File: src/rtl/flow_uart_tx_pkg.sv
`default_nettype none
// ============================================================================
//  Module   : flow_uart_tx_pkg
//  Purpose  : Shared constants for the segment-flow display path: the
//             active-low 7-segment codes (shared with the flow shifter so
//             encode and decode stay in lockstep), ASCII constants and the
//             transmitter FSM state encoding.
//  Ports    : none (package)
//  Revision : 1.0 - initial release
// ============================================================================
package flow_uart_tx_pkg;

   // Active-low 7-segment codes, one per hex digit
   localparam logic [7:0] SEG_0     = 8'h03;
   localparam logic [7:0] SEG_1     = 8'h9F;
   localparam logic [7:0] SEG_2     = 8'h25;
   localparam logic [7:0] SEG_3     = 8'h0D;
   localparam logic [7:0] SEG_4     = 8'h99;
   localparam logic [7:0] SEG_5     = 8'h49;
   localparam logic [7:0] SEG_6     = 8'h41;
   localparam logic [7:0] SEG_7     = 8'h1F;
   localparam logic [7:0] SEG_8     = 8'h01;
   localparam logic [7:0] SEG_9     = 8'h19;
   localparam logic [7:0] SEG_A     = 8'h11;
   localparam logic [7:0] SEG_B     = 8'hC1;
   localparam logic [7:0] SEG_C     = 8'hE5;
   localparam logic [7:0] SEG_D     = 8'h85;
   localparam logic [7:0] SEG_E     = 8'h61;
   localparam logic [7:0] SEG_F     = 8'h71;
   localparam logic [7:0] SEG_BLANK = 8'hFF;

   localparam logic [7:0] ASCII_SPACE = 8'h20;
   localparam logic [7:0] ASCII_QMARK = 8'h3F;
   localparam logic [7:0] ASCII_CR    = 8'h0D;
   localparam logic [7:0] ASCII_LF    = 8'h0A;

   typedef enum logic [1:0] {
      ST_IDLE  = 2'd0,
      ST_START = 2'd1,
      ST_DATA  = 2'd2,
      ST_STOP  = 2'd3
   } state_t;

endpackage
`default_nettype wire

File: src/rtl/flow_uart_tx_seg_to_ascii.sv
`default_nettype none
// ============================================================================
//  Module   : seg_to_ascii
//  Purpose  : Combinational decode of one active-low 7-segment code back to
//             its ASCII hex character. Blank maps to space, anything
//             unrecognised maps to '?'.
//  Ports    : seg   [7:0] in  - segment code
//             ascii [7:0] out - ASCII character
//  Revision : 1.0 - initial release
// ============================================================================
module seg_to_ascii
   import flow_uart_tx_pkg::*;
(
   input  logic [7:0] seg,
   output logic [7:0] ascii
);

   always_comb begin
      case (seg)
         SEG_0:     ascii = 8'h30;
         SEG_1:     ascii = 8'h31;
         SEG_2:     ascii = 8'h32;
         SEG_3:     ascii = 8'h33;
         SEG_4:     ascii = 8'h34;
         SEG_5:     ascii = 8'h35;
         SEG_6:     ascii = 8'h36;
         SEG_7:     ascii = 8'h37;
         SEG_8:     ascii = 8'h38;
         SEG_9:     ascii = 8'h39;
         SEG_A:     ascii = 8'h41;
         SEG_B:     ascii = 8'h42;
         SEG_C:     ascii = 8'h43;
         SEG_D:     ascii = 8'h44;
         SEG_E:     ascii = 8'h45;
         SEG_F:     ascii = 8'h46;
         SEG_BLANK: ascii = ASCII_SPACE;
         default:   ascii = ASCII_QMARK;
      endcase
   end

endmodule
`default_nettype wire

File: src/rtl/flow_uart_tx.sv
`default_nettype none
// ============================================================================
//  Module   : flow_uart_tx
//  Purpose  : Echo transmitter. On start, snapshots the six-digit segment
//             flow, decodes each digit to ASCII and sends it over an 8N1
//             UART line, optionally followed by CR/LF.
//  Ports    : clk          in  - system clock
//             rst          in  - synchronous active-high reset
//             start        in  - single-cycle transmit request (IDLE only)
//             display_flow in  - six segment codes, [47:40] oldest
//             tx           out - serial line, idles high (registered)
//             busy         out - transmission in progress
//             done         out - one-cycle pulse as busy falls
//  Revision : 1.0 - initial release
// ============================================================================
module flow_uart_tx
   import flow_uart_tx_pkg::*;
#(
   parameter int CLK_FREQ  = 100_000_000,
   parameter int BAUD_RATE = 9600,
   parameter bit SEND_CRLF = 1'b1
) (
   input  logic        clk,
   input  logic        rst,
   input  logic        start,
   input  logic [47:0] display_flow,
   output logic        tx,
   output logic        busy,
   output logic        done
);

   localparam int              BAUD_DIV  = CLK_FREQ / BAUD_RATE;
   localparam int              CNT_W     = (BAUD_DIV > 1) ? $clog2(BAUD_DIV) : 1;
   localparam logic [CNT_W-1:0] BAUD_LAST = CNT_W'(BAUD_DIV - 1);
   localparam logic [2:0]      LAST_BYTE = SEND_CRLF ? 3'd7 : 3'd5;

   state_t           state;
   logic [CNT_W-1:0] baud_cnt;
   logic [2:0]       bit_idx;
   logic [2:0]       byte_idx;
   logic [47:0]      snapshot;
   logic [7:0]       shift_reg;

   logic [7:0]       sel_seg;
   logic [7:0]       dec_char;
   logic [7:0]       cur_char;

   // Digit 0 is the oldest (most significant) byte of the snapshot
   always_comb begin
      case (byte_idx)
         3'd0:    sel_seg = snapshot[47:40];
         3'd1:    sel_seg = snapshot[39:32];
         3'd2:    sel_seg = snapshot[31:24];
         3'd3:    sel_seg = snapshot[23:16];
         3'd4:    sel_seg = snapshot[15:8];
         default: sel_seg = snapshot[7:0];
      endcase
   end

   seg_to_ascii u_seg_to_ascii (
      .seg   (sel_seg),
      .ascii (dec_char)
   );

   always_comb begin
      case (byte_idx)
         3'd6:    cur_char = ASCII_CR;
         3'd7:    cur_char = ASCII_LF;
         default: cur_char = dec_char;
      endcase
   end

   always_ff @(posedge clk) begin
      if (rst) begin
         state     <= ST_IDLE;
         baud_cnt  <= '0;
         bit_idx   <= '0;
         byte_idx  <= '0;
         snapshot  <= '0;
         shift_reg <= '0;
         tx        <= 1'b1;
         busy      <= 1'b0;
         done      <= 1'b0;
      end else begin
         done <= 1'b0;
         if (state == ST_IDLE) begin
            baud_cnt <= '0;
            if (start) begin
               snapshot <= display_flow;
               byte_idx <= '0;
               bit_idx  <= '0;
               tx       <= 1'b0;
               busy     <= 1'b1;
               state    <= ST_START;
            end
         end else if (baud_cnt != BAUD_LAST) begin
            baud_cnt <= baud_cnt + 1'b1;
         end else begin
            baud_cnt <= '0;
            case (state)
               ST_START: begin
                  // Character is latched at the end of the start bit; bit 0
                  // goes straight to the line, the rest wait in shift_reg.
                  tx        <= cur_char[0];
                  shift_reg <= {1'b0, cur_char[7:1]};
                  bit_idx   <= '0;
                  state     <= ST_DATA;
               end
               ST_DATA: begin
                  if (bit_idx == 3'd7) begin
                     tx    <= 1'b1;
                     state <= ST_STOP;
                  end else begin
                     tx        <= shift_reg[0];
                     shift_reg <= {1'b0, shift_reg[7:1]};
                     bit_idx   <= bit_idx + 3'd1;
                  end
               end
               ST_STOP: begin
                  if (byte_idx == LAST_BYTE) begin
                     byte_idx <= '0;
                     busy     <= 1'b0;
                     done     <= 1'b1;
                     state    <= ST_IDLE;
                  end else begin
                     byte_idx <= byte_idx + 3'd1;
                     tx       <= 1'b0;
                     state    <= ST_START;
                  end
               end
               default: begin
                  tx    <= 1'b1;
                  busy  <= 1'b0;
                  state <= ST_IDLE;
               end
            endcase
         end
      end
   end

endmodule
`default_nettype wire

File: config.mk
export PLATFORM = sky130hd
export DESIGN_NAME = flow_uart_tx
export DESIGN_NICKNAME = d
export VERILOG_FILES = /design/src/rtl/flow_uart_tx_pkg.sv /design/src/rtl/flow_uart_tx_seg_to_ascii.sv /design/src/rtl/flow_uart_tx.sv
export SDC_FILE = /design/constraint.sdc
export NUM_CORES = 1
export LEC_CHECK = 0
export ABC_AREA = 0
export CAP_MARGIN = 20
export CORE_MARGIN = 4
export CORE_UTILIZATION = 50
export DETAILED_ROUTE_END_ITERATION = 10
export PLACE_DENSITY = 0.83
export SLEW_MARGIN = 10
export SYNTH_ARGS = -nofsm -noshare
export SYNTH_HDL_FRONTEND = slang
export SYNTH_SLANG_ARGS = --single-unit
File: constraint.sdc
create_clock -name clk -period 3 [get_ports clk]
set_clock_uncertainty 0.15 [all_clocks]
set_input_delay 0.3 -clock clk [delete_from_list [all_inputs] [get_ports clk]]
set_output_delay 0.3 -clock clk [all_outputs]
set_load 0.02 [all_outputs]
Word-level counts from Yosys, hierarchy flattened:

Index checks and enable logic that the tools add are counted.

* input bits: 51
* bits in registers: 81
* logic and storage cells: 98
* output and inout bits: 3

* reductions and logical operators: 15
* $add $sub $neg: 3
* equal/unequal tests: 36
* multiplexer cells: 32
* bitwise operators: 3

Operator list (number)
* $pmux 7 s17: 1
* $eq 8x8->1 const B: 6
* $pmux 8 s5: 1
* $eq 8x7->1 const B: 4
* $pmux 8 s2: 2
* $eq 8x5->1 const B: 3
* $mux 3: 8
* $add 14x1->14 const B: 1
* $ne 14x14->1 const B: 1
* $eq 3x3->1 const B: 4
* $ne 3x3->1 const B: 4
* $reduce_and 4->1: 3
* $mux 1: 11
* $reduce_and 3->1: 3
* $eq 8x1->1 const B: 1
* $eq 8x2->1 const B: 1
* $eq 8x4->1 const B: 1
* $eq 8x6->1 const B: 1
* $mux 2: 4
* $mux 8: 1
* $add 3x1->3 const B: 2
* $eq 3x2->1 const B: 2
* $ne 2x2->1 const B: 3
* $pmux 2 s3: 1
* 16 further kinds: 20

Depth between registers and ports, before layout:

* depth in word-level cells: 8
* depth in mapped cells: 15
* depth with buffers taken out: 10

Cells and area by module:

Synthesis repeated with hierarchy kept, for this count alone.

* cell total of the unflattened synthesis: 512
* area, all modules: 4152.7 µm²

By module, submodules not included
* flow_uart_tx: area an instance 3649.8 µm², instances 1, cells an instance 444, seq. area each 1601.5 µm²
* seg_to_ascii: area an instance 503.0 µm², instances 1, cells an instance 68, seq. area each 0.0 µm²

Worst setup path after synthesis:

OpenSTA, ideal clock, no wires.

* path type: register to register
* start: register byte_idx[2]
* end: register shift_reg[5]
* stages on the path, launching flop included: 16
* data arrival time: 2765 ps
* path slack: 15 ps
* data required time: 2780 ps
* path through: dfxtp_1 > buf_6 > buf_6 > inv_1 > ha_1 > buf_2 > nor2_4 > o21ai_4 > buf_6 > mux2i_1 > buf_2 > and3_1 > o211ai_1 > o211a_1 > or3_1 > a21oi_1

* cells in the longest elaborated chain, start to end: 6
* elaborated cells on any way between the ends: 28

RTL lines
* start, declared: line flow_uart_tx.sv:40 `logic [2:0] byte_idx;`
* start signal, assigned: line flow_uart_tx.sv:126 `byte_idx <= byte_idx + 3'd1;`
* $eq 3x3->1, or another cell as far along: line flow_uart_tx.sv:50 `case (byte_idx)`
* $pmux 8 s5: line flow_uart_tx.sv:50
* $eq 8x8->1, or another cell as far along: line flow_uart_tx_seg_to_ascii.sv:19 `case (seg)`
* $pmux 7 s17: line flow_uart_tx_seg_to_ascii.sv:19
* $pmux 8 s2 (*): line flow_uart_tx.sv:66 `case (byte_idx)`
* $pmux 8 s2 (*): line flow_uart_tx.sv:100 `case (state)`
* end signal, assigned: line flow_uart_tx.sv:105 `shift_reg <= {1'b0, cur_char[7:1]};`
* end signal, assigned: line flow_uart_tx.sv:115 `shift_reg <= {1'b0, shift_reg[7:1]};`
* end, declared: line flow_uart_tx.sv:42 `logic [7:0] shift_reg;`

Every way passes the cells marked *; elsewhere a longest branch is shown, timed or not.
A chain may end at the register's enable or synchronous reset.

Final worst setup path:

* start: register byte_idx[1]
* end: register shift_reg[5]

Same word-level chain as after synthesis.

==> results.md <==
- Synthesized cell area: 4160 sq um
- Post-Syn Nets: 590
- Crit path DAT: 3.08 ns
- Initial antenna violation count: 0
- Port Buffer Count: 53
- Ant diodes: 0
- Final worst setup slack: 0.0555 ns
- Sw Share: 31.8%
- Crit Path Max Fanout: 8
- DR vias: 4079
- Post-layout min period: 2.94 ns
- Endpoint required time on the critical path: 3.14 ns
- Largest register FFs: 48
- Post-synth cell types: 60
- RSZ-0062 raised after global routing: yes
- Total internal power: 1.92 mW
- CTS tree: built
- Worst-Margin Slew: 0.531 ns
- TritonCTS Buffers: 9
- Critical-path top delay cell: or3_1
- CP Launch Type: flop
- Io pins: 54
- CTS Sinks: 79
- Bufs on Longest Clock Path: 2
- HP Class: primary input to flop
- CTS root buffer: clkbuf_8
- Slew Limit Fails: 0
- Placed wire-length estimate: 7530 um
- Max-capacitance violation count: 0
- Post-synth EDFFs: 0
- Core footprint: 7890 sq um
- Die Span X: 99.2 um
- Async SR Flop Fraction: 0%
- Comb power frac: 26.4%
- Sequential share of the synthesized area: 38.0%
- Nets: 650
- Share of layout cells above drive strength 1: 14.4%
- Leak pwr: 1.94 nW
- Highest-count cells in the layout ignoring fill and taps: nand2_1, dfxtp_1, a21oi_1, clkdlybuf4s50_1, nor2_1
- Status: complete, no violations
- Critical Path Max Stage Delay: 0.38 ns
- Drc violations: 0
- Clk pwr share: 31.2%
- Row cnt: 32
- Routed WL: 11100 um
- Placed Area: 4780 sq um
- Fmax: 340 MHz
- First-pass GRT wire length: 17100 um
- Number of global-route vias before repair: 3696
- CP most frequent cell: buf_4
- Worst R2R Path Depth: 12
- Average size of a mapped cell: 7.93 sq um
- Synth Instances: 524
- Pre-CTS setup slack: -0.0283 ns
- Total track usage: 21.2%
- Drt first-iter violations: 384
- Fillers: 646
- Flop pwr share: 42.4%
- Critical Path End Type: flop
- Ys flop type: dfxtp_1
- Critical path class: flop to flop
- Largest net degree at the start of global routing: 50
- Layout area overhead: 26.2%
- Die area: 9840 sq um
- Commonest non-fill, non-tap cell in the layout: nand2_1
- Warnings from Yosys: 0
- PD cells: 537 nW/um^2
- 1st-pass router iterations: 5
- Flops & latches, synth: 79
- Hold violation total from the final report: 0
- Final setup fails: 0
- Slew margin rel.: 64.6%
- Detail Route Antenna Nets: 0
- Final instance area: 5250 sq um
- Hold path cells: 2
- Congestion Overflow GR: 0
- DIE HEIGHT: 99.2 um
- Gpl congestion: 0.933
- Peak VDD IR: 313 uV
- Initial Util: 52.7%
- Clk_lat worst skew: 0.35 ns
- Reg clk slew, reported paths: 0.08 ns
- Vias/cell: 5.90
- H-Tree Level Count: 3
- Switching pwr: 896 uW
- CP Cell Sequence: inv_1 -> ha_1 -> buf_4 -> a22oi_2 -> o2111ai_2 -> buf_4 -> mux2i_4 -> and3_1 -> o211ai_1 -> o211a_1 -> or3_1 -> a21oi_1
- Drt wl/cell: 16.0 um
- Tcrit/Tclk final: 98.2%
-- area by class of cell --
cell class / instances / area [sq um] / area share, %
repair buffers: 82 / 767 / 14.6
well taps: 102 / 128 / 2.43
inverters: 10 / 37.5 / 0.715
flip-flops and latches: 79 / 1590 / 30.2
clock buffers: 10 / 128 / 2.43
multi-input cells: 402 / 2510 / 47.8
clock inverters: 6 / 92.6 / 1.76
-- path summary, 6_finish.rpt --
check | startpoint | to | slack, ns
worst max-delay path | byte_idx[1] | shift_reg[5] | 0.06
worst min-delay path | rst | state[1] | 0.19
worst max register to register | byte_idx[1] | shift_reg[5] | 0.06
worst min register to register | baud_cnt[0] | baud_cnt[0] | 0.30
-- synth_stat cells, types with 3 or more instances --
cell	number	share of area [%]
a31oi_1	3	0.45
xnor2_1	5	1.1
a211oi_1	4	0.72
dfxtp_1	79	38
ha_1	15	4.5
mux2_2	7	1.9
buf_2	4	0.48
xor2_1	8	1.7
buf_6	4	1.1
nand2b_1	9	1.4
nand3_1	22	2.6
and3_1	8	1.2
o211ai_1	8	1.4
a32oi_1	4	0.84
a21oi_1	65	7.8
mux2i_1	7	1.7
clkbuf_1	21	1.9
nand2_1	119	11
o2111ai_1	4	0.84
nor2b_1	4	0.60
inv_1	10	0.90
nor3_1	6	0.72
nor2_1	40	3.6
a22oi_1	9	1.6
and4_1	3	0.63
nand3b_1	7	1.3
o21ai_0	3	0.36
nand4_1	4	0.60
-- power by group through the flow --
stage | clock network [mW] | registers [mW] | logic [mW]
after floorplan | 0 | 1.20 | 0.447
after global placement | 0 | 1.21 | 0.627
after detailed placement | 0 | 1.21 | 0.645
after CTS | 0.890 | 1.19 | 0.659
after global routing | 0.940 | 1.20 | 0.806
final | 0.880 | 1.19 | 0.743
-- kinds of logic (layout without fill, tap and decap cells) --
family | count (synthesis) | after routing | synth area share (%)
AND/OR/NAND/NOR | 240 | 240 | 27.1
AO/OA/AOI/OAI | 118 | 118 | 18.3
flip-flops | 79 | 79 | 38.0
buffers and inverters | 43 | 108 | 5.09
multiplexers | 16 | 16 | 4.24
adder cells (fa/ha/maj) | 15 | 15 | 4.52
XOR/XNOR | 13 | 13 | 2.74
-- per-stage QoR --
step | setup TNS, ns | util, % | total power, mW | std cells | hold slack [ns]
2_1_floorplan | 0 | - | 1.64 | 524 | 0.268
3_3_place_gp | 0 | 60.6 | 1.83 | 665 | 0.279
3_5_place_dp | -0.0575 | 60.6 | 1.86 | 665 | 0.291
4_1_cts | 0 | 63.7 | 2.74 | 681 | 0.186
5_1_grt | -0.128 | 66.5 | 2.95 | 691 | 0.208
6_report | 0 | 66.5 | 2.82 | 691 | 0.193
-- metal layers --
metal,vias up,wire length (um),global-route usage [%],share of wire (%)
li1,1950,-,-,-
met1,1918,4790,27.7,43
met2,178,5310,35.0,48
met3,33,713,4.91,6.5
met4,0,246,6.20,2.2
met5,-,0,0,0
-- worst max-delay path, delay by kind of cell, from the launching register on --
kind                     cells  cell delay [ns]
AO/OA/AOI/OAI                5             0.87
AND/OR/NAND/NOR              2             0.63
buffers and inverters        3             0.44
flip-flops                   1             0.34
adder cells (fa/ha/maj)      1             0.23
multiplexers                 1             0.22
-- repair_timing --
action / CTS / global route
endpoints found under the hold margin: 0 / 0
setup endpoints to repair: 4 / 7
pin swaps: 0 / 12
gates cloned: 0 / 0
hold buffers: 0 / 0
gates resized for setup: 8 / 27
setup buffers: 0 / 10
Power figures use the tool's default switching activity.
